[config.mk]
export PLATFORM = sky130hd
export DESIGN_NAME = rt_scene_fetch_ctrl_flat
export DESIGN_NICKNAME = d
export VERILOG_FILES = /design/src/rtl/rt_scene_fetch_ctrl_if.sv /design/src/rtl/rt_scene_fetch_ctrl.sv /design/src/flat_wrapper.sv
export SDC_FILE = /design/constraint.sdc
export NUM_CORES = 1
export LEC_CHECK = 0
export CAP_MARGIN = 20
export CORE_UTILIZATION = 35
export CTS_BUF_LIST = sky130_fd_sc_hd__clkbuf_4
export CTS_CLUSTER_DIAMETER = 50
export DETAILED_ROUTE_END_ITERATION = 8
export GPL_ROUTABILITY_DRIVEN = 0
export PLACE_DENSITY = 0.63
export RECOVER_POWER = 25
export SLEW_MARGIN = 20
export SYNTH_ARGS = -nofsm -noshare
export SYNTH_HDL_FRONTEND = slang
export SYNTH_SLANG_ARGS = --single-unit
[constraint.sdc]
create_clock -name clk -period 7.7 [get_ports clk]
set_input_delay 0.77 -clock clk [delete_from_list [all_inputs] [get_ports clk]]
set_output_delay 0.77 -clock clk [all_outputs]
set_load 0.02 [all_outputs]
[src/rtl/rt_scene_fetch_ctrl_if.sv]
// Bus bundle for the scene fetch sequencer: Avalon-MM read master plus the
// triangle stream towards the intersector.
interface rt_scene_fetch_ctrl_if #(
  parameter int ADDR_W = 32,
  parameter int CNT_W  = 16
);
  logic              avm_m0_read;
  logic [ADDR_W-1:0] avm_m0_address;
  logic [1:0]        avm_m0_byteenable;
  logic [15:0]       avm_m0_readdata;
  logic              avm_m0_readdatavalid;
  logic              avm_m0_waitrequest;

  // Triangle stream: a transfer happens on a clock edge where o_tri_valid and
  // i_tri_ready are both 1; while valid is high and ready is low, o_tri,
  // o_tri_index and o_tri_last hold steady and valid does not drop.
  logic [287:0]      o_tri;
  logic              o_tri_valid;
  logic              i_tri_ready;
  logic [CNT_W-1:0]  o_tri_index;
  logic              o_tri_last;

  modport master (
    output avm_m0_read, avm_m0_address, avm_m0_byteenable,
    input  avm_m0_readdata, avm_m0_readdatavalid, avm_m0_waitrequest,
    output o_tri, o_tri_valid, o_tri_index, o_tri_last,
    input  i_tri_ready
  );

  modport slave (
    input  avm_m0_read, avm_m0_address, avm_m0_byteenable,
    output avm_m0_readdata, avm_m0_readdatavalid, avm_m0_waitrequest,
    input  o_tri, o_tri_valid, o_tri_index, o_tri_last,
    output i_tri_ready
  );
endinterface

[src/rtl/rt_scene_fetch_ctrl.sv]
// Fetch/control half of the ray tracer: loads ray and triangle count over a
// 16-bit Avalon read master, then streams 32-bit-assembled triangles out.
module rt_scene_fetch_ctrl #(
  parameter int               ADDR_W   = 32,
  parameter int               CNT_W    = 16,
  parameter logic [CNT_W-1:0] MAX_TRIS = 16'hFFFF
) (
  input  logic               clk,
  input  logic               reset,
  input  logic               start_rt,
  input  logic [ADDR_W-1:0]  i_baseaddr,
  output logic               end_rt,
  output logic               o_busy,
  output logic               o_err,
  output logic [191:0]       o_ray,
  output logic               o_ray_valid,
  output logic [CNT_W-1:0]   o_tri_cnt,
  output logic [2:0]         dbg_state,
  rt_scene_fetch_ctrl_if.master bus
);

  typedef enum logic [2:0] {
    S_IDLE, S_RAY, S_CNT, S_TRI_FETCH, S_TRI_PRESENT, S_DONE
  } state_t;

  state_t            state, state_nxt;
  logic              rd_req, rd_wait;
  logic [ADDR_W-1:0] addr_q;
  logic [4:0]        hw_idx;
  logic [191:0]      ray_q;
  logic              ray_valid_q;
  logic [287:0]      tri_q;
  logic [CNT_W-1:0]  cnt_q, tri_idx;
  logic              err_q;
  logic              start_acc, rd_accept, hw_done, tri_xfer, last_tri, cnt_over;
  logic              fetch_next;

  assign start_acc = (state == S_IDLE) && start_rt;
  assign rd_accept = rd_req && !bus.avm_m0_waitrequest;
  // Data only counts while a read is actually outstanding; strays are dropped.
  assign hw_done   = rd_wait && bus.avm_m0_readdatavalid;
  assign last_tri  = (tri_idx == cnt_q - CNT_W'(1));
  assign tri_xfer  = (state == S_TRI_PRESENT) && bus.i_tri_ready;
  assign cnt_over  = (cnt_q > MAX_TRIS);

  always_ff @(posedge clk) begin
    if (!reset) state <= S_IDLE;
    else        state <= state_nxt;
  end

  always_comb begin
    state_nxt = state;
    unique case (state)
      S_IDLE:        if (start_rt) state_nxt = S_RAY;
      S_RAY:         if (hw_done && hw_idx == 5'd11) state_nxt = S_CNT;
      S_CNT: begin
        if (hw_done && hw_idx == 5'd1) begin
          if (cnt_q == '0 || cnt_over) state_nxt = S_DONE;
          else                         state_nxt = S_TRI_FETCH;
        end
      end
      S_TRI_FETCH:   if (hw_done && hw_idx == 5'd17) state_nxt = S_TRI_PRESENT;
      S_TRI_PRESENT: if (bus.i_tri_ready) state_nxt = last_tri ? S_DONE : S_TRI_FETCH;
      S_DONE:        state_nxt = S_IDLE;
      default:       state_nxt = S_IDLE;
    endcase
  end

  always_comb begin
    o_busy          = (state inside {S_RAY, S_CNT, S_TRI_FETCH, S_TRI_PRESENT});
    end_rt          = (state == S_DONE);
    bus.o_tri_valid = (state == S_TRI_PRESENT);
    bus.o_tri_last  = (state == S_TRI_PRESENT) && last_tri;
  end

  // Next halfword request goes out on the same edge that retires the previous one.
  assign fetch_next = (state_nxt inside {S_RAY, S_CNT, S_TRI_FETCH}) &&
                      (start_acc || hw_done || tri_xfer);

  always_ff @(posedge clk) begin
    if (!reset) begin
      rd_req      <= 1'b0;
      rd_wait     <= 1'b0;
      addr_q      <= '0;
      hw_idx      <= '0;
      ray_q       <= '0;
      ray_valid_q <= 1'b0;
      tri_q       <= '0;
      cnt_q       <= '0;
      tri_idx     <= '0;
      err_q       <= 1'b0;
    end else begin
      if (start_acc) begin
        addr_q      <= i_baseaddr;
        err_q       <= 1'b0;
        ray_valid_q <= 1'b0;
        tri_idx     <= '0;
      end
      if (rd_accept) begin
        rd_req  <= 1'b0;
        rd_wait <= 1'b1;
        addr_q  <= addr_q + ADDR_W'(2);
      end
      if (hw_done)    rd_wait <= 1'b0;
      if (fetch_next) rd_req  <= 1'b1;

      if (state_nxt != state) hw_idx <= '0;
      else if (hw_done)       hw_idx <= hw_idx + 5'd1;

      if (hw_done) begin
        case (state)
          S_RAY:       ray_q[{hw_idx[3:0], 4'b0000} +: 16] <= bus.avm_m0_readdata;
          S_CNT:       if (hw_idx == 5'd0) cnt_q <= CNT_W'(bus.avm_m0_readdata);
          S_TRI_FETCH: tri_q[{hw_idx, 4'b0000} +: 16] <= bus.avm_m0_readdata;
          default:     ;
        endcase
      end

      if (state == S_RAY && state_nxt == S_CNT)             ray_valid_q <= 1'b1;
      if (state_nxt == S_DONE)                              ray_valid_q <= 1'b0;
      if (state == S_CNT && state_nxt == S_DONE && cnt_over) err_q      <= 1'b1;
      if (tri_xfer && !last_tri)                            tri_idx     <= tri_idx + CNT_W'(1);
    end
  end

  assign bus.avm_m0_read       = rd_req;
  assign bus.avm_m0_address    = addr_q;
  assign bus.avm_m0_byteenable = 2'b11;
  assign bus.o_tri             = tri_q;
  assign bus.o_tri_index       = tri_idx;
  assign o_ray                 = ray_q;
  assign o_ray_valid           = ray_valid_q;
  assign o_tri_cnt             = cnt_q;
  assign o_err                 = err_q;
  assign dbg_state             = state;

endmodule
[src/flat_wrapper.sv]
// flat-port wrapper written by rule: the top's interface ports become plain ports
module rt_scene_fetch_ctrl_flat 
#(
  parameter int               ADDR_W   = 32,
  parameter int               CNT_W    = 16,
  parameter logic [CNT_W-1:0] MAX_TRIS = 16'hFFFF
)
  (clk, reset, start_rt, i_baseaddr, end_rt, o_busy, o_err, o_ray, o_ray_valid, o_tri_cnt, dbg_state, bus_avm_m0_read, bus_avm_m0_address, bus_avm_m0_byteenable, bus_avm_m0_readdata, bus_avm_m0_readdatavalid, bus_avm_m0_waitrequest, bus_o_tri, bus_o_tri_valid, bus_o_tri_index, bus_o_tri_last, bus_i_tri_ready);
  rt_scene_fetch_ctrl_if #(.ADDR_W(ADDR_W), .CNT_W(CNT_W)) bus_i ();
  input  logic clk;
  input  logic reset;
  input  logic start_rt;
  input  logic [ADDR_W-1:0] i_baseaddr;
  output logic end_rt;
  output logic o_busy;
  output logic o_err;
  output logic [191:0] o_ray;
  output logic o_ray_valid;
  output logic [CNT_W-1:0] o_tri_cnt;
  output logic [2:0] dbg_state;
  output wire logic [$bits(bus_i.avm_m0_read)-1:0] bus_avm_m0_read;
  output wire logic [$bits(bus_i.avm_m0_address)-1:0] bus_avm_m0_address;
  output wire logic [$bits(bus_i.avm_m0_byteenable)-1:0] bus_avm_m0_byteenable;
  input wire logic [$bits(bus_i.avm_m0_readdata)-1:0] bus_avm_m0_readdata;
  input wire logic [$bits(bus_i.avm_m0_readdatavalid)-1:0] bus_avm_m0_readdatavalid;
  input wire logic [$bits(bus_i.avm_m0_waitrequest)-1:0] bus_avm_m0_waitrequest;
  output wire logic [$bits(bus_i.o_tri)-1:0] bus_o_tri;
  output wire logic [$bits(bus_i.o_tri_valid)-1:0] bus_o_tri_valid;
  output wire logic [$bits(bus_i.o_tri_index)-1:0] bus_o_tri_index;
  output wire logic [$bits(bus_i.o_tri_last)-1:0] bus_o_tri_last;
  input wire logic [$bits(bus_i.i_tri_ready)-1:0] bus_i_tri_ready;
  assign bus_avm_m0_read = bus_i.avm_m0_read;
  assign bus_avm_m0_address = bus_i.avm_m0_address;
  assign bus_avm_m0_byteenable = bus_i.avm_m0_byteenable;
  assign bus_i.avm_m0_readdata = bus_avm_m0_readdata;
  assign bus_i.avm_m0_readdatavalid = bus_avm_m0_readdatavalid;
  assign bus_i.avm_m0_waitrequest = bus_avm_m0_waitrequest;
  assign bus_o_tri = bus_i.o_tri;
  assign bus_o_tri_valid = bus_i.o_tri_valid;
  assign bus_o_tri_index = bus_i.o_tri_index;
  assign bus_o_tri_last = bus_i.o_tri_last;
  assign bus_i.i_tri_ready = bus_i_tri_ready;
  rt_scene_fetch_ctrl #(.ADDR_W(ADDR_W), .CNT_W(CNT_W), .MAX_TRIS(MAX_TRIS)) u_core (.clk(clk), .reset(reset), .start_rt(start_rt), .i_baseaddr(i_baseaddr), .end_rt(end_rt), .o_busy(o_busy), .o_err(o_err), .o_ray(o_ray), .o_ray_valid(o_ray_valid), .o_tri_cnt(o_tri_cnt), .dbg_state(dbg_state), .bus(bus_i));
endmodule
==> results of run 1 <==
[metal layers]
metal	part of all wire	wire [um]	global-route usage	up-vias
met5	0	0	0	-
met4	0.024	2100	0.0935	0
met3	0.088	7740	0.0890	142
met2	0.48	42400	0.444	812
met1	0.40	35600	0.322	10300
li1	-	-	-	10500
[sequential cells by signal, summed over array words and instances, names as in the netlist]
| name | flops |
|---|---|
| u_core.hw_idx | 5 |
| u_core.o_tri_cnt | 16 |
| u_core.bus.avm_m0_read | 1 |
| u_core.bus.o_tri | 288 |
| u_core.o_ray | 192 |
| u_core.o_ray_valid | 1 |
| u_core.rd_wait | 1 |
| u_core.bus.avm_m0_address | 32 |
| u_core.dbg_state | 3 |
| u_core.bus.o_tri_index | 16 |
[metrics by stage]
step | setup WS, ns | power, W | util | cells
after floorplan | 4.44 | 0.00310 | - | 2783
after detailed placement | 3.08 | 0.00322 | 0.460 | 4021
after CTS | 2.45 | 0.00595 | 0.491 | 4288
final | 1.96 | 0.00587 | 0.492 | 4290
after global routing | 1.44 | 0.00612 | 0.492 | 4289
after global placement | 3.30 | 0.00322 | 0.460 | 4021
[cells in the mapped netlist, drive strengths merged (14+ instances only)]
cell	instances
clkbuf	202
buf	33
mux2i	99
nand3	114
xnor2	20
nor2	552
nor3	101
nand2	418
and3	18
or2	16
o21ai	34
nand4	15
dfxtp	555
xor2	16
nor3b	14
a21oi	423
[area by class of cell]
class,count,share of cell area
antenna,2,0.000164
clock buffer,229,0.0564
clock inverter,38,0.00785
inverter,11,0.00136
multi-input combinational,1982,0.329
sequential,555,0.365
tap,837,0.0344
timing repair buffer,636,0.206
[power by group]
| part | internal [W] | leakage, nW | switching [W] |
|---|---|---|---|
| registers | 0.00288 | 4.47 | 0.0000199 |
| clock network | 0.00143 | 1.17 | 0.00128 |
| logic | 0.0000755 | 6.22 | 0.000176 |
[final timing paths]
kind         depth (start not counted)  slack (ns)                                 endpoint
max reg2reg                         10        2.98       u_core.bus.o_tri[155]$_SDFFE_PN0P_
min reg2reg                          2        0.45       u_core.bus.o_tri[187]$_SDFFE_PN0P_
max                                  5        1.96  u_core.bus.o_tri_index[15]$_SDFFE_PN0P_
min                                  4        0.35       u_core.bus.o_tri[109]$_SDFFE_PN0P_
[layout by cell type (no fill, tap or decap), types with 17 or more instances in the layout]
cell	synthesis	routed
clkbuf_4	0	229
o21ai_0	34	34
nor3_1	101	101
a21oi_1	423	423
buf_4	3	28
nand3_1	114	110
xnor2_1	20	18
mux2i_1	99	99
nor2_1	552	549
dlygate4sd3_1	0	245
dfxtp_1	555	554
clkinv_1	0	17
and3_1	18	18
clkdlybuf4s50_1	0	351
nand2_1	418	416
[cell families after synthesis]
group           Yosys count
xor+xnor                 36
other cells               2
fa+ha+maj                 9
mux                      99
simple gates           1307
flops                   555
compound gates          528
buf+inv                 246
[worst min-delay path, cell delays in order]
cell and delay, ns:
buf_2 0.10, buf_4 0.23, nand3_1 0.12, a21oi_1 0.06
==> results by group, run 1 <==
CTS
  – Worst-path clk slew: 0.06 ns
  – CTS Hold Bufs: 0
  – Post-CTS sizing: 0
  – TritonCTS clock tree: done
  – Post-CTS Setup Repair Bufs: 0
  – TritonCTS Buffers: 153
  – Clk Latency, worst-skew pair: 0.99 ns
  – Clock tree sinks: 555
  – Longest Clk Path Bufs: 3
  – Root Driver: clkbuf_4
  – H-tree levels: 4

Yosys
  – Synth Flop Type: dfxtp_1
  – Seq cells post-synth: 555
  – Post-synthesis mux area share: 0.0450
  – Synth Instances: 2782
  – Yosys top cell area share: 0.505
  – Sequential share of the synthesized area: 0.505
  – Main area contributors after synthesis: dfxtp_1 (50%), a21oi_1 (9.6%), nor2_1 (9.4%)
  – Synth warn: 0
  – Post-Synth XOR/XNOR Area: 0.0143
  – Synthesized area per cell: 7.91 sq um
  – Yosys cell types: 62
  – Yosys top cell by area: dfxtp_1
  – Synth Area in Adders: 0.00512
  – Synth Cell Area: 0.0220 sq mm
  – Largest family of logic cells by synthesized area: simple AND/OR/NAND/NOR gates
  – Post-synth EDFFs: 0
  – Compound-cell area share of the yosys netlist: 0.134
  – Synth Area in Simple Gates: 0.253
  – Ys async rst share: 0

STA
  – Final period util: 0.746
  – Pins over their slew limit: 159
  – Clock period minus final worst setup slack: 5.74 ns
  – Max frequency: 174 MHz
  – Final setup vio count: 0
  – Worst hold margin: 0.351 ns
  – RSZ-0062 raised after global routing: false
  – Final TNS setup: 0 ns
  – Worst Clk Skew: 0.0626 ns
  – Final hold viol count: 0
  – Slew @ Worst Pin: 5.32 ns
  – Headroom to the max-slew limit: -2.55

Setup path
  – Crit-path cells: dlygate4sd3_1, inv_1, nor2_1, a21boi_4, a211o_1
  – R2R Path Start: u_core.hw_idx[0]$_SDFFE_PP0P_
  – CP max-delay cell: inv_1
  – Critical Path Max Stage Delay: 3.61 ns
  – Top Family by Delay on Critical Path: buffers and inverters
  – CP Buf/Inv Count: 2
  – Critical-path maximum fanout: 158
  – CP Launch Point: reset
  – Crit Path Class: input pin to flip-flop
  – Critical Path RT: 8.54 ns
  – CP startpoint kind: input pin
  – Crit path DAT: 6.58 ns
  – Crit. End Element: flip-flop

Pwr
  – LEAKAGE: 11.9 nW
  – Maximum vdd drop: 159 uV
  – Pwr dens: 193 mW/mm^2

Drt
  – Drt drc: 0
  – Drt initial violations: 1631
  – Wirelength per Cell: 20.5 um
  – Routed Antenna Nets: 0
  – DRT Pass-1 Iters: 5
  – Routed WL: 87800 um
  – Via Count: 21.7k
  – Via-to-Cell Ratio: 5.07

GRT
  – Overflow after GRT: 0
  – Wire length of the first global-routing pass: 128000 um
  – Vias in the first global route: 20.0k
  – Total track usage: 0.268
  – Initial antenna violation count: 1
  – Largest net degree at the start of global routing: 204

Run
  – Max-cap viol count: 1

Die
  – Die extent in y: 253 um
  – Row count: 91
  – I/O pin cnt: 610
  – Die area: 0.0639 sq mm
  – Die span in x: 253 um
  – Core ar.: 0.0619 sq mm
  – Initial core utilization: 0.355

Status
  – Outcome: finished with violations
  – Failing checks: max-capacitance violations, max-slew violations

Placement
  – Dpl hpwl: 59100 um
  – PortBufs: 606
  – Post-placement cell area: 0.0285 sq mm

Cells and area
  – Area Overhead vs Synth: 38.4%
  – Register area: 0.0111 sq mm
  – Final instance area: 0.0305 sq mm
  – Filler Cell Count: 6142
  – Layout cells sized above 1: 0.0974
  – Multi-input logic area: 0.0100 sq mm
  – # nets final: 3402

Worst hold path
  – Hold path start: bus_avm_m0_readdata[13]
  – Hold Crit Class: input pin to flip-flop
(Power assumes the default switching activity.)
==> run 2: changes to the inputs <==
==> constraint.sdc (replaced) <==
create_clock -name clk -period 5.4 [get_ports clk]
set_input_delay 0.54 -clock clk [delete_from_list [all_inputs] [get_ports clk]]
set_output_delay 0.54 -clock clk [all_outputs]
set_load 0.02 [all_outputs]
==> results by group, run 2 (synthesis results as in run 1) <==
CTS
  – Post-CTS Setup Repair Bufs: 0 (unchanged)
  – H-tree levels: 4 (unchanged)
  – Clock tree sinks: 555 (unchanged)
  – Root Driver: clkbuf_4
  – TritonCTS clock tree: done
  – Clk Latency, worst-skew pair: 0.96 ns (-0.03 ns)
  – TritonCTS Buffers: 153 (unchanged)
  – Worst-path clk slew: 0.06 ns (about the same)
  – Longest Clk Path Bufs: 3 (unchanged)

STA
  – RSZ-0062 raised after global routing: false
  – Max frequency: 208 MHz
  – Final hold viol count: 0 (unchanged)
  – Final setup vio count: 0 (unchanged)
  – Headroom to the max-slew limit: -0.359 (+2.19)
  – Final TNS setup: 0 ns (unchanged)
  – Pins over their slew limit: 39 (-75%)
  – Final period util: 0.890
  – Worst Clk Skew: 0.0574 ns (-0.00520 ns)
  – Clock period minus final worst setup slack: 4.80 ns
  – Slew @ Worst Pin: 2.04 ns (-3.29 ns)

Pwr
  – Clk pwr share: 0.467 (+0.005)
  – Maximum vdd drop: 163 uV (+2.4%)
  – NetSw: 0.00213 W (+44%)
  – Switch share: 0.252 (-0.000426)
  – LEAKAGE: 12.0 nW (+1.0%)
  – P_int: 0.00632 W (+44%)
  – Combinational share of power: 0.043 (about the same)
  – Reg power frac: 0.490 (-0.005)
  – Pwr dens: 276 mW/mm^2 (+44%)

Status
  – Failing checks: max-capacitance violations, max-slew violations
  – Outcome: finished with violations

Cells and area
  – Commonest non-fill, non-tap cell in the layout: dfxtp_1
  – Area Overhead vs Synth: 38.8%
  – Max reg flops: 288 (unchanged)
  – Most frequent cells in the layout: dfxtp_1 (554), nor2_1 (548), a21oi_1 (423), nand2_1 (417), clkdlybuf4s50_1 (338)
  – # nets final: 3415 (+0.38%)
  – Layout cells sized above 1: 0.0996 (+0.00226)
  – Final instance area: 0.0306 sq mm (+0.33%)

Drt
  – Via-to-Cell Ratio: 5.07 (about the same)
  – Wirelength per Cell: 20.7 um (+0.88%)
  – Routed Antenna Nets: 0 (unchanged)
  – DRT Pass-1 Iters: 6 (+1)
  – Routed WL: 88800 um (+1.1%)
  – Drt initial violations: 1722 (+5.6%)
  – Via Count: 21.8k (+0.28%)
  – Drt drc: 0 (unchanged)

Setup path
  – Crit Path Class: flip-flop to output pin
  – Critical-path maximum fanout: 8 (-95%)
  – Top Family by Delay on Critical Path: simple AND/OR/NAND/NOR gates
  – Crit-path cells: inv_1, ha_1, nor3b_1, nand2_1, or4_1, xnor2_1, o2111ai_1, nor3_1, and3_1, clkdlybuf4s50_1
  – CP max-delay cell: clkdlybuf4s50_1
  – Crit. End Element: output pin
  – Critical Path RT: 4.86 ns (-3.68 ns)
  – Worst reg2reg endpoint: u_core.bus.o_tri[198]$_SDFFE_PN0P_
  – CP Buf/Inv Count: 2 (unchanged)
  – CP startpoint kind: flip-flop
  – Critical Path Max Stage Delay: 0.60 ns (-3.01 ns)
  – Crit path DAT: 4.26 ns (-2.32 ns)
  – R2R setup slack: 0.95 ns (-2.03 ns)
  – R2R Path Start: u_core.hw_idx[0]$_SDFFE_PP0P_
  – R2R cell count: 8 (-2)

Die
  – Row count: 91 (unchanged)
  – Die span in x: 253 um (unchanged)
  – Die area: 0.0639 sq mm (unchanged)
  – I/O pin cnt: 610 (unchanged)
  – Core ar.: 0.0619 sq mm (unchanged)
  – Die extent in y: 253 um (unchanged)
  – Initial core utilization: 0.355 (unchanged)

Placement
  – PortBufs: 606 (unchanged)
  – Post-placement cell area: 0.0285 sq mm (+0.23%)
  – Dpl hpwl: 60000 um (+1.6%)

GRT
  – Total track usage: 0.268 (+0.000837)
  – Wire length of the first global-routing pass: 129000 um (+0.24%)
  – Largest net degree at the start of global routing: 175 (-14%)
  – Initial antenna violation count: 1 (unchanged)
  – Overflow after GRT: 0 (unchanged)
  – Vias in the first global route: 20.2k (+0.82%)

Worst hold path
  – Hold Crit Class: input pin to flip-flop
  – Min-Delay Path Depth: 3 (-1)
  – Hold path start: i_baseaddr[14]
  – WHS Endpoint: u_core.bus.avm_m0_address[14]$_SDFFE_PN0P_

Run
  – Max-cap viol count: 1 (unchanged)
## run 2: layer usage
metal	vias to the layer above	track usage	wire length, um
met3	173	0.0927	7830
met2	881	0.444	42400
met5	-	0	0
met1	10200	0.319	35900
li1	10600	-	-
met4	0	0.101	2660
## run 2: worst min-delay path, cell delays in order
cell and delay [ns]:
clkdlybuf4s50_1 0.41, nand2_1 0.06, a31oi_1 0.06
## run 2: layout make-up
type | instances | area [sq um]
diodes | 1 | 2.50
clock buffers | 239 | 1790
clock inverters | 27 | 186
fillers | 6039 | 31400
inverters | 11 | 48.8
multi-input cells | 1982 | 10000
flip-flops and latches | 555 | 11100
well taps | 837 | 1050
repair buffers | 649 | 6360
## run 2: worst max path at each step
stage / from / to / depth (start not counted)
floorplan: u_core.o_tri_cnt[0]$_SDFFE_PN0P_ / bus_o_tri_last / 11
finish: u_core.o_tri_cnt[0]$_SDFFE_PN0P_ / bus_o_tri_last / 10
CTS: u_core.o_tri_cnt[0]$_SDFFE_PN0P_ / bus_o_tri_last / 10
global placement: u_core.hw_idx[1]$_SDFFE_PP0P_ / u_core.bus.o_tri[204]$_SDFFE_PN0P_ / 10
global route: u_core.o_tri_cnt[0]$_SDFFE_PN0P_ / bus_o_tri_last / 10
detailed placement: u_core.o_tri_cnt[0]$_SDFFE_PN0P_ / bus_o_tri_last / 10
## run 2: per-stage QoR
stage,utilization,hold WS (ns),power [W],cells,setup slack (ns)
after global placement,0.461,0.437,0.00460,4030,1.64
final,0.493,0.154,0.00845,4301,0.596
after CTS,0.493,0.00865,0.00856,4300,0.447
after detailed placement,0.461,0.444,0.00460,4030,1.59
after global routing,0.493,0.0697,0.00879,4301,0.223
after floorplan,-,0.477,0.00441,2783,2.37
## run 2: timing repair
action                    4_1_cts  5_1_grt
hold buffers                    4        0
resized for setup               0        0
hold endpoints to repair        5        0
## run 2: power by group through the flow
stage               clock, W  combinational, W  sequential (W)
floorplan                  0          0.000166         0.00425
global placement           0          0.000365         0.00423
detailed placement         0          0.000364         0.00423
CTS                  0.00405          0.000367         0.00414
global route         0.00426          0.000388         0.00414
finish               0.00394          0.000365         0.00414
==> variant (config.mk and constraints of run 2) <==
`CNT_W` is set to 16 in 3 places; all go to 20.
--- a/src/rtl/rt_scene_fetch_ctrl_if.sv
+++ b/src/rtl/rt_scene_fetch_ctrl_if.sv
@@ -2,7 +2,7 @@
 // triangle stream towards the intersector.
 interface rt_scene_fetch_ctrl_if #(
   parameter int ADDR_W = 32,
-  parameter int CNT_W  = 16
+  parameter int CNT_W  = 20
 );
   logic              avm_m0_read;
   logic [ADDR_W-1:0] avm_m0_address;
--- a/src/rtl/rt_scene_fetch_ctrl.sv
+++ b/src/rtl/rt_scene_fetch_ctrl.sv
@@ -2,7 +2,7 @@
 // 16-bit Avalon read master, then streams 32-bit-assembled triangles out.
 module rt_scene_fetch_ctrl #(
   parameter int               ADDR_W   = 32,
-  parameter int               CNT_W    = 16,
+  parameter int               CNT_W    = 20,
   parameter logic [CNT_W-1:0] MAX_TRIS = 16'hFFFF
 ) (
   input  logic               clk,
--- a/src/flat_wrapper.sv
+++ b/src/flat_wrapper.sv
@@ -2,7 +2,7 @@
 module rt_scene_fetch_ctrl_flat 
 #(
   parameter int               ADDR_W   = 32,
-  parameter int               CNT_W    = 16,
+  parameter int               CNT_W    = 20,
   parameter logic [CNT_W-1:0] MAX_TRIS = 16'hFFFF
 )
   (clk, reset, start_rt, i_baseaddr, end_rt, o_busy, o_err, o_ray, o_ray_valid, o_tri_cnt, dbg_state, bus_avm_m0_read, bus_avm_m0_address, bus_avm_m0_byteenable, bus_avm_m0_readdata, bus_avm_m0_readdatavalid, bus_avm_m0_waitrequest, bus_o_tri, bus_o_tri_valid, bus_o_tri_index, bus_o_tri_last, bus_i_tri_ready);
Interface: changed (resized bus_o_tri_index and o_tri_cnt); port bits go from 610 to 618. No check against the original RTL was run, so the function may have changed too.
==> variant against run 2 <==
The run still ends with max-capacitance violations, max-slew violations left. Sequential share of layout area shrank 0.14 points. Area after synthesis grew 1.1%. Combinational power grew 9.6%. Total power shrank 0.12%. Setup slack gained 0.064 ns. Cell count grew 1.4%. Register-to-register slack lost 0.28 ns. Final area grew 1.1%. Wire length grew 1.4%. Global-route usage is essentially flat. Hold slack lost 0.046 ns. Die area grew 1.1%. Sequential cell count grew 4. Clock power shrank 2%.
==> variant: results (changes against run 2) <==
[finish]
instances_no_fill=4361  ; +1.4%
nNetsFinal=3466  ; +1.5%
final.fill_count=6232  ; +3.2%
drive_gt1_share_pct=9.91  ; -0.054 points
stdcell_area_um2=30900  ; +1.1%

[timing]
slew_headroom_pct=-160  ; -120 points
setup_viol=0  ; unchanged
skew_ns=0.0610  ; +0.00365 ns
slew_viol_final=183  ; +370%

[place]
dp_cells=4091  ; +1.5%
place_area_um2=29000  ; +1.5%
portBuffers=610  ; +0.66%
dp_hpwl_mm=61.1  ; +1.9%

[critical_path]
arrival_ns=4.20  ; -0.06 ns
crit_fanout=6  ; -2
rrSetupSlack_ns=0.67  ; -0.28 ns
slowest_delay_ns=0.69  ; +0.09 ns

[routing]
firstDrtPassIters=8  ; +2
routedWlPerCell_um=20.7  ; about the same
first_iter_violations=1663  ; -3.4%
vias=22422  ; +2.9%

[clock_tree]
cts_buffer_depth=3  ; unchanged
insertion_delay_ns=0.99  ; +0.03 ns
numCtsBuffers=156  ; +2.0%

[synth]
yosysSeqAreaShare_pct=50.3  ; -0.18 points
netlist_instances=2817  ; +1.3%
synth_area_leaders=dfxtp_1 50%, a21oi_1 11%, nor2_1 7.7%, nand2_1 7.1%, nor3_1 4.0%
synth.top_cells.by_count=559 x dfxtp_1, 474 x a21oi_1, 456 x nor2_1
yosysWarnings=0  ; unchanged
synth_cell_types=71  ; +15%

[grt]
grtUsageTotal_pct=26.8  ; about the same
antenna_found_initial=3  ; +2
grt_pass1_vias=20370  ; +1.0%
grt_max_degree=225  ; +29%
grt_pass1_wl_mm=130  ; +0.83%

[pwr]
ir_drop_v=0.000156  ; -4.4%
leakagePower_nw=11.7  ; -2.7%

[status]
violations=max-capacitance violations, max-slew violations
outcome=complete, but fails checks

[job]
drv_cap=1  ; unchanged

==> variant: kinds of logic after synthesis <==
group	after synthesis	synth area share, %
XOR/XNOR	34	1.40
AO/OA/AOI/OAI	581	14.2
flip-flops	559	50.3
other	2	0.0338
buffers and inverters	256	4.62
AND/OR/NAND/NOR	1304	25.7
adder cells (fa/ha/maj)	9	0.506
multiplexers	72	3.24
==> variant: worst paths after layout <==
| kind | from | to | cells after the start |
|---|---|---|---|
| worst max-delay path | u_core.o_tri_cnt[0] | bus_o_tri_last | 9 |
| worst max register to register | u_core.hw_idx[1] | u_core.bus.o_tri[241] | 12 |
| worst min-delay path | i_baseaddr[0] | u_core.bus.avm_m0_address[0] | 3 |
| worst min register to register | u_core.bus.o_tri[1] | u_core.bus.o_tri[1] | 2 |
==> variant: power by group <==
group / leakage [nW] / internal [mW] / switching (mW)
registers: 4.51 / 4.15 / 0.0315
logic: 5.99 / 0.124 / 0.276
clock network: 1.17 / 2.02 / 1.84
==> variant: cell type report <==
| class | count | share of cell area (%) |
|---|---|---|
| repair buffers | 663 | 21.1 |
| clock buffers | 234 | 5.69 |
| inverters | 16 | 0.219 |
| multi-input cells | 2007 | 32.7 |
| well taps | 846 | 3.43 |
| clock inverters | 33 | 0.599 |
| flip-flops and latches | 559 | 36.2 |
| diodes | 3 | 0.0243 |
==> variant: critical path, delay by kind of cell, from the launching register on <==
kind / cells / cell delay [ns]
flops: 1 / 0.36
compound gates: 1 / 0.23
mux: 1 / 0.23
fa+ha+maj: 1 / 0.24
buf+inv: 2 / 0.77
simple gates: 4 / 1.41
==> variant: routing by layer <==
layer	global-route usage [%]	share of wire (%)	up-vias
li1	-	-	10813
met1	33.1	41	10545
met2	42.3	47	889
met3	9.12	9.1	175
met4	11.9	3.7	0
met5	0	0	-
==> variant: stage by stage <==
stage / hold WS (ns) / setup slack (ns)
global route: 0.0269 / 0.277
detailed placement: 0.442 / 0.760
CTS: 0.000137 / 0.571
global placement: 0.437 / 0.936
finish: 0.108 / 0.660
floorplan: 0.501 / 2.37
